File: src/rtl/park_pkg.sv
// Shared definitions for the parking-gate arbiter: FSM encoding and default capacity.
package park_pkg;

  typedef enum logic [1:0] {
    ST_IDLE  = 2'b00,
    ST_OPEN  = 2'b01,
    ST_CLOSE = 2'b10
  } park_state_t;

  localparam int DEFAULT_CAPACITY = 4;

endpackage

File: src/rtl/park_rr_arbiter.sv
// Combinational round-robin picker: the first requesting lane at or after the pointer wins.
module park_rr_arbiter #(
  parameter int N_LANES = 2,
  parameter int PTR_W   = 1
) (
  input  logic [N_LANES-1:0] req,
  input  logic [PTR_W-1:0]   pointer,
  output logic [N_LANES-1:0] winner,
  output logic               valid
);

  int idx;

  always_comb begin
    winner = '0;
    valid  = 1'b0;
    idx    = 0;
    for (int i = 0; i < N_LANES; i++) begin
      idx = int'(pointer) + i;
      if (idx >= N_LANES) idx = idx - N_LANES;
      for (int j = 0; j < N_LANES; j++) begin
        if (!valid && (j == idx) && req[j]) begin
          winner[j] = 1'b1;
          valid     = 1'b1;
        end
      end
    end
  end

endmodule

File: src/rtl/park_gate_arbiter.sv
// Shared-barrier parking gate: round-robin lane grant, open window with timeout, occupancy count.
// Optional macro PARK_RESERVE_LANE0_EN keeps the last free spot for lane 0 only.
module park_gate_arbiter
  import park_pkg::*;
#(
  parameter int N_LANES     = 2,
  parameter int CAPACITY    = DEFAULT_CAPACITY,
  parameter int OPEN_CYCLES = 8
) (
  input  logic               clk,
  input  logic               rst,
  input  logic [N_LANES-1:0] req,
  input  logic [N_LANES-1:0] pass,
  input  logic               exit_evt,
  output logic [N_LANES-1:0] grant,
  output logic               barrier_open,
  output logic               timeout_err,
  output logic [3:0]         spots_free,
  output logic               full,
  output logic [1:0]         state
);

  localparam int PTR_W = (N_LANES > 1) ? $clog2(N_LANES) : 1;

  park_state_t        state_q, state_d;
  logic [N_LANES-1:0] grant_q, grant_d;
  logic               barrier_q, barrier_d;
  logic               timeout_q, timeout_d;
  logic [3:0]         timer_q, timer_d;
  logic [PTR_W-1:0]   ptr_q, ptr_d;
  logic [3:0]         occ_q, occ_d;

  logic [N_LANES-1:0] elig;
  logic [N_LANES-1:0] win;
  logic               win_vld;
  logic               car_in;
  int                 win_idx;

  assign spots_free   = 4'(CAPACITY) - occ_q;
  assign full         = (spots_free == 4'd0);
  assign grant        = grant_q;
  assign barrier_open = barrier_q;
  assign timeout_err  = timeout_q;
  assign state        = state_q;

`ifdef PARK_RESERVE_LANE0_EN
  always_comb begin
    elig    = {N_LANES{spots_free > 4'd1}};
    elig[0] = (spots_free != 4'd0);
  end
`else
  assign elig = {N_LANES{spots_free != 4'd0}};
`endif

  park_rr_arbiter #(
    .N_LANES (N_LANES),
    .PTR_W   (PTR_W)
  ) u_rr (
    .req     (req & elig),
    .pointer (ptr_q),
    .winner  (win),
    .valid   (win_vld)
  );

  always_comb begin
    win_idx = 0;
    for (int j = 0; j < N_LANES; j++) begin
      if (win[j]) win_idx = j;
    end
  end

  always_comb begin
    state_d   = state_q;
    grant_d   = grant_q;
    barrier_d = barrier_q;
    timeout_d = 1'b0;
    timer_d   = timer_q;
    ptr_d     = ptr_q;
    car_in    = 1'b0;
    case (state_q)
      ST_IDLE: begin
        grant_d   = '0;
        barrier_d = 1'b0;
        if (win_vld) begin
          grant_d   = win;
          barrier_d = 1'b1;
          timer_d   = 4'd0;
          ptr_d     = (win_idx == N_LANES - 1) ? '0 : PTR_W'(win_idx + 1);
          state_d   = ST_OPEN;
        end
      end
      ST_OPEN: begin
        // A pass on the expiry cycle takes priority over the timeout.
        if (|(pass & grant_q)) begin
          car_in    = 1'b1;
          grant_d   = '0;
          barrier_d = 1'b0;
          state_d   = ST_CLOSE;
        end else if (timer_q == 4'(OPEN_CYCLES - 1)) begin
          timeout_d = 1'b1;
          grant_d   = '0;
          barrier_d = 1'b0;
          state_d   = ST_CLOSE;
        end else begin
          timer_d = timer_q + 4'd1;
        end
      end
      ST_CLOSE: begin
        grant_d   = '0;
        barrier_d = 1'b0;
        state_d   = ST_IDLE;
      end
      default: begin
        grant_d   = '0;
        barrier_d = 1'b0;
        state_d   = ST_IDLE;
      end
    endcase
  end

  always_comb begin
    occ_d = occ_q;
    if (car_in && exit_evt) begin
      occ_d = occ_q;
    end else if (car_in && (occ_q < 4'(CAPACITY))) begin
      occ_d = occ_q + 4'd1;
    end else if (exit_evt && (occ_q != 4'd0)) begin
      occ_d = occ_q - 4'd1;
    end
  end

  always_ff @(posedge clk or negedge rst) begin
    if (!rst) begin
      state_q   <= ST_IDLE;
      grant_q   <= '0;
      barrier_q <= 1'b0;
      timeout_q <= 1'b0;
      timer_q   <= 4'd0;
      ptr_q     <= '0;
      occ_q     <= 4'd0;
    end else begin
      state_q   <= state_d;
      grant_q   <= grant_d;
      barrier_q <= barrier_d;
      timeout_q <= timeout_d;
      timer_q   <= timer_d;
      ptr_q     <= ptr_d;
      occ_q     <= occ_d;
    end
  end

endmodule

File: config.mk
export PLATFORM = sky130hd
export DESIGN_NAME = park_gate_arbiter
export DESIGN_NICKNAME = d
export VERILOG_FILES = /design/src/rtl/park_pkg.sv /design/src/rtl/park_rr_arbiter.sv /design/src/rtl/park_gate_arbiter.sv
export SDC_FILE = /design/constraint.sdc
export NUM_CORES = 1
export LEC_CHECK = 0
export ABC_AREA = 1
export CELL_PAD_IN_SITES_DETAIL_PLACEMENT = 0
export CELL_PAD_IN_SITES_GLOBAL_PLACEMENT = 2
export CORE_MARGIN = 2
export CORE_UTILIZATION = 29
export DETAILED_ROUTE_END_ITERATION = 12
export HOLD_SLACK_MARGIN = 0.06
export PLACE_DENSITY = 0.76
export SKIP_LAST_GASP = 1
export SYNTH_ARGS = -nofsm -noshare
export SYNTH_HDL_FRONTEND = slang
export SYNTH_SLANG_ARGS = --single-unit
export TNS_END_PERCENT = 1
File: constraint.sdc
create_clock -name clk -period 2.45 [get_ports clk]
set_clock_uncertainty 0.1 [all_clocks]
set_input_delay 0.245 -clock clk [delete_from_list [all_inputs] [get_ports clk]]
set_output_delay 0.245 -clock clk [all_outputs]
set_load 0.02 [all_outputs]
# Word level (Yosys, flattened, before mapping)
# Index checks and enable logic that the tools add are counted.
[totals]
reg_bits = 15
word_cells = 90
out_inout_bits = 11
[op_classes]
eq_ne = 9
n_mux = 34
n_reduce_logical = 26
bitwise = 3
addsub = 8
magnitude_cmp = 3
[op_table]
columns = ["op", "n"]
rows = [
  ["$eq 2x32->1 const A", 2],
  ["$logic_not 32->1", 2],
  ["$mux 32", 2],
  ["$eq 32x2->1 const B", 1],
  ["$ge 32x3->1 const B", 1],
  ["$sub 32x3->32 const B", 1],
  ["$mux 4", 5],
  ["$mux 1", 17],
  ["$mux 2", 6],
  ["$logic_and 1x1->1", 10],
  ["$add 4x1->4 const B", 2],
  ["$pmux 2 s2", 2],
  ["$pmux 4 s2", 1],
  ["$reduce_bool 4->1", 2],
  ["$reduce_and 2->1", 3],
  ["$and 2x2->2", 2],
  ["$eq 4x3->1 const B", 1],
  ["$logic_not 4->1", 1],
  ["$lt 4x3->1 const B", 1],
  ["$ne 2x2->1 const B", 2],
  ["$reduce_and 4->1", 1],
  ["$reduce_bool 2->1", 2],
  ["$sub 3x4->4 const A", 1],
  ["$sub 4x1->4 const B", 1],
  ["other kinds (12)", 14],
]

# Longest topological paths before layout
[logic_depth]
ltp_word = 20
depth_mapped = 11
depth_no_buf = 11

# Modules after synthesis
# From an unflattened synthesis, not the netlist that was laid out.
[hier_totals]
hier_cells = 114
hier_area_um2 = 904.6
[modules_own_cells]
columns = ["module", "area_per_inst_um2", "cells_per_inst", "n_inst", "seq_area_each_um2"]
rows = [
  ["park_gate_arbiter", 878.3, 108, 1, 375.4],
  ["park_rr_arbiter", 26.3, 6, 1, 0.0],
]

# Worst setup path after synthesis
# OpenSTA, ideal clock, no wires.
[synth_timing]
kind = "register to register"
startpoint = "reg grant_q[0], in the netlist grant[0]"
endpoint = "reg occ_q[3]"
path_slack_ps = 410
t_arrival_ps = 1823
required_ps = 2233
synth_period_minus_slack_ps = 2040
setup_ps = 117
path_stages_with_launch = 11
n_path_buf = 0
path_cell_list = "dfrtp_1 inv_1 o21ai_4 nand3_1 ha_1 nand2_1 nor2_1 a211oi_1 nand3_1 nand2_1 nand2_1"
[synth_between]
elab_chain_len = 7
elab_cells_between_ends = 10
cone_classes = "mux: 3; bitwise: 2; reduce/logical: 5"
[synth_rtl]
columns = ["element", "line_no", "text"]
rows = [
  ["start, declared", "park_gate_arbiter.sv:26", "logic [N_LANES-1:0] grant_q, grant_d;"],
  ["start signal, assigned", "park_gate_arbiter.sv:143", "grant_q <= grant_d;"],
  ["$and 2x2->2 (*)", "park_gate_arbiter.sv:94", "if (|(pass & grant_q)) begin"],
  ["$reduce_or 2->1 (*)", "park_gate_arbiter.sv:94", ""],
  ["$mux 1 (*)", "park_gate_arbiter.sv:94", ""],
  ["$mux 1 (*)", "park_gate_arbiter.sv:80", "case (state_q)"],
  ["$logic_and 1x1->1, on equally long branches", "park_gate_arbiter.sv:125, park_gate_arbiter.sv:123", ""],
  ["$reduce_bool 2->1 (no source line) / $not 1->1 (equally long branches)", "-", ""],
  ["$reduce_and 2->1 (no source line)", "-", ""],
  ["end signal, assigned", "park_gate_arbiter.sv:140", "occ_q <= 4'd0;"],
  ["end signal, assigned", "park_gate_arbiter.sv:148", "occ_q <= occ_d;"],
  ["end, declared", "park_gate_arbiter.sv:31", "logic [3:0] occ_q, occ_d;"],
]
# Every way passes the cells marked *; elsewhere a longest branch is shown, timed or not.
# A chain may end at the register's enable or synchronous reset.

# Worst setup path in the final report
[layout_timing]
startpoint = "reg occ_q[0]"
endpoint = "out spots_free[2]"
[layout_between]
elab_chain_len = 1
[layout_rtl]
columns = ["element", "line_no", "text"]
rows = [
  ["$sub 3x4->4", "park_gate_arbiter.sv:39", "assign spots_free = 4'(CAPACITY) - occ_q;"],
  ["end, declared", "park_gate_arbiter.sv:18", "output logic [3:0] spots_free,"],
]
# Every way passes these cells.

==> reports/results.ini <==
[sta]
setup_violations = 0
rsz0062_at_grt = false
setup_tns_ns = 0
report.final.slew_viol_count = 0
timing.final.crit_share_pct = 92.3
slew-limit-headroom_pct = 51.8
setup_slack_ns = 0.189
fmax_mhz = 442
worst_pin_slew_ns = 0.721
whs_ns = 0.276
min_period_ns = 2.26
hold_viol = 0

[power_and_ir_drop]
ir_drop_v = 0.000358
p_leak_nw = 0.577
p_per_area_nw_per_um2 = 1290

[setup_path]
r2r_slack_ns = 0.38
endpoint_kind = primary output
critPathKind = flop to primary output
reg2reg_depth = 11
worstPathArrival_ns = 1.92
rr_startpoint = state[1]
cp.required_ns = 2.11
reg2reg_to = occ_q[3]
crit_fanout = 4
start_kind = flop

[logic_synthesis]
post_synth_xor_area_fraction_pct = 2.86
synth_edf_count = 0
ys_types = 26
yosys_warnings = 0
yosysSeqAreaShare_pct = 40.9
synth-seq-cells = 15
ys_async_sr_fraction_pct = 100
synthSimpleGateAreaFrac_pct = 33.5
synth_nets = 124
synth_fa_ha_area_share_pct = 7.63
avgSynthCellArea_um2 = 8.20
muxShareOfSynthArea_pct = 0
synth_top_family_by_area = simple AND/OR/NAND/NOR gates
synth_ff_type = dfrtp_1
synth_cells = 112
synth_area_um2 = 918
synth_compound_area_share_pct = 8.17

[finish]
final_util_pct = 38.7
num_antenna_cells = 0
drive_above_1_share_pct = 11.3
final_common_cell = nand2_1
fin_nets = 146
instances_no_fill = 177
layout-area-overhead-vs-synth_pct = 27.7
final_cell_mix = nand2_1, clkdlybuf4s50_1, dfrtp_1

[detailed_routing]
highest_layer = met4
via_per_inst = 4.57
drc_errors = 0
met3_length_um = 128
drtPass1Iterations = 4
ant_nets = 0
wl_per_cell_um = 11.4
wl_met2_um = 853
drt-total-wl_mm = 2.02
vias = 809
drtIter0Drc = 23
wl_met1_mm = 1.02

[cts]
cts_setup_buffers = 0
clk_latency_ns = 0.29
numCtsBuffers = 3
cts_tree = done
cts_max_level = 1
cts_sinks = 15
clk_path_buf_depth = 2
root_buffer = clkbuf_4
clk_pin_slew_ns = 0.10

[placed_design]
globalplace.congestion = 0.751
port_buffers = 17
dp_hpwl_mm = 1.55
placed_cells = 173
preCtsSetupSlack_ns = 0.197

[floorplan]
die_x_um = 60.3
start_util_pct = 30.3
num_rows = 20
die-area_um2 = 3630
fp.coreArea_um2 = 3030
die_y_um = 60.3
ios = 18

[flow_run]
max-cap-violations = 0

[global_routing]
grt_pass1_wl_mm = 3.48
grt_pass1_vias = 752
antenna_found_initial = 0
track_usage_pct = 13.1
grt_max_degree = 16
grt-ovfl-total = 0

[min_path]
hp-class = input pin to asynchronous set/reset pin

[outcome]
status = finished clean

-- routing by layer --
layer | GRT usage (%) | vias to the layer above
met5 | 0 | -
li1 | - | 406
met3 | 4.11 | 2
met4 | 3.81 | 0
met2 | 19.1 | 25
met1 | 18.4 | 376
-- flip-flops by register name, indices dropped and copies added (netlist names) --
signal and flops:
grant 2, state 2, ptr_q 1, barrier_open 1
timer_q 4, timeout_err 1, occ_q 4
-- cell usage after synthesis, types with 2 or more instances --
| cell type | number | share of area [%] |
|---|---|---|
| nand2_1 | 28 | 11 |
| xor2_1 | 2 | 1.9 |
| o21ai_0 | 2 | 1.1 |
| nor2_1 | 11 | 4.5 |
| nand3_1 | 10 | 5.4 |
| ha_1 | 4 | 5.4 |
| dfrtp_1 | 15 | 41 |
| nor2_4 | 2 | 2.5 |
| nand4_1 | 4 | 2.7 |
| inv_2 | 2 | 0.82 |
| a21oi_1 | 2 | 1.1 |
| nand2_2 | 2 | 1.4 |
| o21ai_1 | 2 | 1.1 |
| inv_1 | 13 | 5.3 |
| nand2_4 | 2 | 2.5 |
-- kinds of logic after synthesis --
family          after synthesis
compound gates               10
simple gates                 63
buf+inv                      16
xor+xnor                      3
fa+ha+maj                     5
flops                        15
-- how the worst max path moves through the flow --
stage,startpoint,end,slack (ns),cells after the start
floorplan,grant[0],occ_q[3],0.41,10
global placement,pass[0],occ_q[3],0.24,11
detailed placement,pass[0],occ_q[3],0.20,11
CTS,occ_q[0],full,0.01,7
global route,occ_q[0],spots_free[2],0.07,6
finish,occ_q[0],spots_free[2],0.19,6
-- layout make-up --
cell class / instances / area, um^2
Inverter: 15 / 56.3
Sequential cell: 15 / 375
Multi-Input combinational cell: 81 / 479
Fill cell: 320 / 1860
Clock buffer: 4 / 26.3
Tap cell: 44 / 55.1
Timing Repair Buffer: 18 / 180
-- power by group --
group          total (mW)  internal [mW]  switching (mW)  leakage [nW]
Combinational       0.909          0.379           0.530         0.371
Sequential          0.454          0.350           0.105         0.190
Clock               0.143         0.0632          0.0800        0.0150
-- timing repair --
item,4_1_cts,5_1_grt
hold buffers,0,0
setup endpoints to repair,0,1
gates resized for setup,0,1
-- critical path, cell delays in order (launching register included) --
cell and delay, ns:
dfrtp_1 0.43, inv_1 0.12, ha_1 0.25, nand2_1 0.07, inv_1 0.06, nor2_1 0.10, clkdlybuf4s50_1 0.61
-- per-stage QoR --
step                cell area [um^2]  total power [mW]
finish                          1170              1.51
global placement                1140              1.38
CTS                             1170              1.53
global route                    1170              1.66
detailed placement              1140              1.38
floorplan                        918              1.07
No activity file was read; power rests on OpenSTA's default activity.
==> RTL change 1, RTL diff (config.mk and constraints unchanged) <==
Put one more register stage on the output `timeout_err`, with the module's reset. The value now appears one clock later. The other outputs are not delayed to match.
--- a/src/rtl/park_gate_arbiter.sv
+++ b/src/rtl/park_gate_arbiter.sv
@@ -42,3 +42,9 @@
   assign barrier_open = barrier_q;
-  assign timeout_err  = timeout_q;
+  always_ff @(posedge clk or negedge rst) begin
+    if (!rst) begin
+      timeout_err <= '0;
+    end else begin
+      timeout_err <= timeout_q;
+    end
+  end
   assign state        = state_q;
Behaviour: not the same (a bounded check fails within 10 cycles, from zero or initial values and one cycle with rst low).
==> RTL change 1 against the unedited design <==
  * Routed wire length grew 2.6%
  * Area after synthesis grew 3.4%
  * Setup slack got worse by 6.5 ps
  * Sequential cell count grew 1
  * Total power up 3.3%
  * Count of clock-buffer cells in the layout unchanged
  * Sequential power is 2% higher
  * Cell area is 2.6% higher
  * Critical path type unchanged
  * Largest cell class unchanged
  * Largest power group unchanged
==> RTL change 1: results (changes against the unedited design) <==
vias in the first global route=675 (-10%); peak supply drop=354 uV (-1.0%); Vias=780 (-3.6%); sequential-to-total area share from yosys stat=0.422 (+0.0129); Main synth FF type=dfrtp_1; syn_nets=123 (-0.81%); synth cell count leaders=nand2_1 (27), dfrtp_1 (16), nor2_1 (12), inv_1 (10), nand3_1 (10); initial DRC count=47 (+100%); ANT cells=0 (unchanged); Lkg Pwr=0.000577 uW (+0.13%); HPWL after detailed placement=1.59 mm (+2.6%); Hold Crit Class=reg -> reg; global-route wire length before repair=3.36 mm (-3.4%); initial antenna violation count=0 (unchanged); biggest regs=occ_q: 4 flops, timer_q: 4 flops; Final #Nets=144 (-1.4%); P_sw=732 uW (+2.4%); RR Startpoint=state[1]$_DFFE_PN0P_; RePlAce Congestion=0.756 (+0.68%); Worst EP arrival=1920 ps (about the same); top post-synthesis cells by area=dfrtp_1 (42%), nand2_1 (11%), ha_1 (5.3%), nand3_1 (5.3%), nor2_1 (4.7%); Total Routing Usage GR=0.125 (-0.00554); layout cell share with drive strength beyond 1=0.145 (+0.0323); H-tree lvl count=1 (unchanged); Max-slew headroom=0.488 (-0.0297); largest net degree at the start of global routing=17 (+1); ys async rst share=1.00 (unchanged); status=completed; Routed WL=2.07 mm (+2.6%); post-synth cell types=27 (+3.8%); Setup crit start=occ_q[0]$_DFFE_PN0P_; CP Max Fanout=4 (unchanged)
RTL change 1: path summary, 6_finish.rpt:
check,endpoint,slack (ps),cells after the start
worst min-delay path,timeout_err$_DFF_PN0_,270,0
max in group asynchronous,occ_q[3]$_DFFE_PN0P_,1480,1
worst max-delay path,spots_free[2],180,6
min in group asynchronous,state[0]$_DFFE_PN0P_,300,1
worst min register to register,timeout_err$_DFF_PN0_,270,0
worst max register to register,occ_q[3]$_DFFE_PN0P_,350,11
RTL change 1: power by group through the flow:
| stage | Clock (uW) | Sequential, uW | Combinational, uW |
|---|---|---|---|
| floorplan | 0 | 489 | 596 |
| global placement | 0 | 470 | 912 |
| detailed placement | 0 | 471 | 927 |
| CTS | 189 | 465 | 928 |
| global route | 201 | 480 | 1020 |
| finish | 183 | 463 | 910 |
RTL change 1: metal layers:
metal / track usage / wire length [um] / up-vias
met2: 0.169 / 898 / 13
met1: 0.190 / 1060 / 364
li1: - / - / 401
met4: 0.0745 / 34 / 0
met3: 0.0126 / 76 / 2
met5: 0 / 0 / -
RTL change 1: cells by family after synthesis:
kind of cell | share of synthesized area
AOI/OAI and AO/OA | 0.0830
and+or+nand+nor | 0.328
xor gates and xnor gates | 0.0277
DFF | 0.422
buffers and inverters | 0.0659
adders and majority gates | 0.0738
RTL change 1: worst max-delay path: stages, from the launching register on:
cell,delay [ps]
dfrtp_1,430
inv_1,120
ha_1,260
nand2_1,80
inv_1,60
nor2_1,90
clkdlybuf4s50_1,610
RTL change 1: stage by stage:
| stage | setup slack [ps] | instance area (um2) | utilization | cells |
|---|---|---|---|---|
| final | 182 | 1200 | 0.391 | 175 |
| after global routing | 69.3 | 1200 | 0.391 | 175 |
| after CTS | 144 | 1200 | 0.391 | 175 |
| after detailed placement | 42.0 | 1170 | 0.379 | 171 |
| after global placement | 146 | 1170 | 0.379 | 171 |
| after floorplan | 463 | 950 | - | 111 |
RTL change 1: what timing repair did:
action,4_1_cts,5_1_grt
hold endpoints to repair,0,0
resized for setup,1,0
setup endpoints to repair,1,0
RTL change 1: cell type report:
type / count / area, um2
sequential: 16 / 400
tap: 44 / 55.1
timing repair buffer: 17 / 169
clock buffer: 4 / 36.3
multi-input combinational: 80 / 487
fill: 330 / 1880
inverter: 14 / 55.1
==> RTL change 2, RTL diff (config.mk and constraints unchanged) <==
Made on the original files. `N_LANES` is set to 2 in 2 places; all go to 1.
--- a/src/rtl/park_rr_arbiter.sv
+++ b/src/rtl/park_rr_arbiter.sv
@@ -2,3 +2,3 @@
 module park_rr_arbiter #(
-  parameter int N_LANES = 2,
+  parameter int N_LANES = 1,
   parameter int PTR_W   = 1
--- a/src/rtl/park_gate_arbiter.sv
+++ b/src/rtl/park_gate_arbiter.sv
@@ -5,3 +5,3 @@
 #(
-  parameter int N_LANES     = 2,
+  parameter int N_LANES     = 1,
   parameter int CAPACITY    = DEFAULT_CAPACITY,
Interface: changed (resized grant, pass and req); port bits go from 18 to 15. No check against the original RTL was run, so the function may have changed too.
==> RTL change 2 against the unedited design <==
  * Die area down 16%
  * Sequential cell count decreased by 3
  * Setup slack better by 35 ps
  * Global-route usage shrank 1.9 points
  * Cell area decreased by 19%
  * Routed wire length shrank 22%
  * Utilization down 0.44 points
  * Total power shrank 17%
  * Fmax is 1.6% higher
  * Sequential power shrank 20%
  * Register-to-register slack improved by 130 ps
  * Area after synthesis shrank 17%
  * Largest power group unchanged
  * Highest routed layer unchanged
==> RTL change 2: results (changes against the unedited design) <==
Non-clock buffer share=0.150 (-0.00329); HPWL after detailed placement=1.23 mm (-20%); largest net degree at the start of global routing=13 (-3); Final #Nets=122 (-16%); sequential-to-total area share from yosys stat=0.395 (-0.0140); fraction of the mapped netlist area in adder cells=0.0921 (+0.0158); RR Startpoint=barrier_open$_DFFE_PN0P_; Worst EP arrival=1880 ps (-40 ps); synth cell count leaders=nand2_1 (26), inv_1 (13), dfrtp_1 (12), nand3_1 (10); top post-synthesis cells by area=dfrtp_1 (39%), nand2_1 (13%), ha_1 (6.6%), nand3_1 (6.6%), inv_1 (6.4%); Port Buf Inserts=14 (-3); RePlAce Congestion=0.828 (+10%); status=completed; # clock sinks=12 (-3); met1 global-route usage=0.129 (-0.0549); comb_multi_in=67 (-17%); Worst-Skew Late Latency=270 ps (-20 ps); fraction of area in registers=0.317 (-0.00355); met1 wire length=718 um (-29%); peak supply drop=501 uV (+40%); fraction of area in multi-input gates=0.414 (+0.00549); FF-to-FF setup slack=510 ps (+130 ps); layout cell share with drive strength beyond 1=0.118 (+0.00540); drt via density=4.66 (+1.9%); post-synth cell types=22 (-15%); Compound-Gate Fraction of Synth Area=0.0428 (-0.0390); Gate Count Post-Synth=95 (-15%); Max-slew headroom=0.633 (+0.115); Lkg Pwr=0.000499 uW (-13%); met3 Use GR=0.0328 (-0.00834); routed wl met3=64 um (-50%); Post-Synth XOR/XNOR Area=0.0345 (+0.00593)
[RTL change 2: cell types whose count changed in the layout (fill, tap and decap cells not counted), sizes merged, moves of 2 or more]
cell,delta
nor2,-8
clkdlybuf4s50,-3
dfrtp,-3
nand2,-2
nand4,-2
[RTL change 2: per-stage QoR]
| step | util | power (uW) | area, um2 | setup WS [ps] |
|---|---|---|---|---|
| after floorplan | - | 899 | 761 | 535 |
| after global placement | 0.373 | 1140 | 923 | 263 |
| after detailed placement | 0.373 | 1150 | 923 | 231 |
| after CTS | 0.382 | 1280 | 946 | 115 |
| after global routing | 0.383 | 1390 | 948 | 87.7 |
| final | 0.383 | 1260 | 948 | 223 |
[RTL change 2: power breakdown]
| part | internal [uW] | total, uW | switching, uW |
|---|---|---|---|
| sequential | 278 | 362 | 84.2 |
| clock | 56.7 | 120 | 63.4 |
| combinational | 327 | 774 | 447 |
[RTL change 2: what timing repair did]
item,CTS,global route
gates resized for setup,0,1
setup endpoints to repair,0,1
setup buffers,0,0
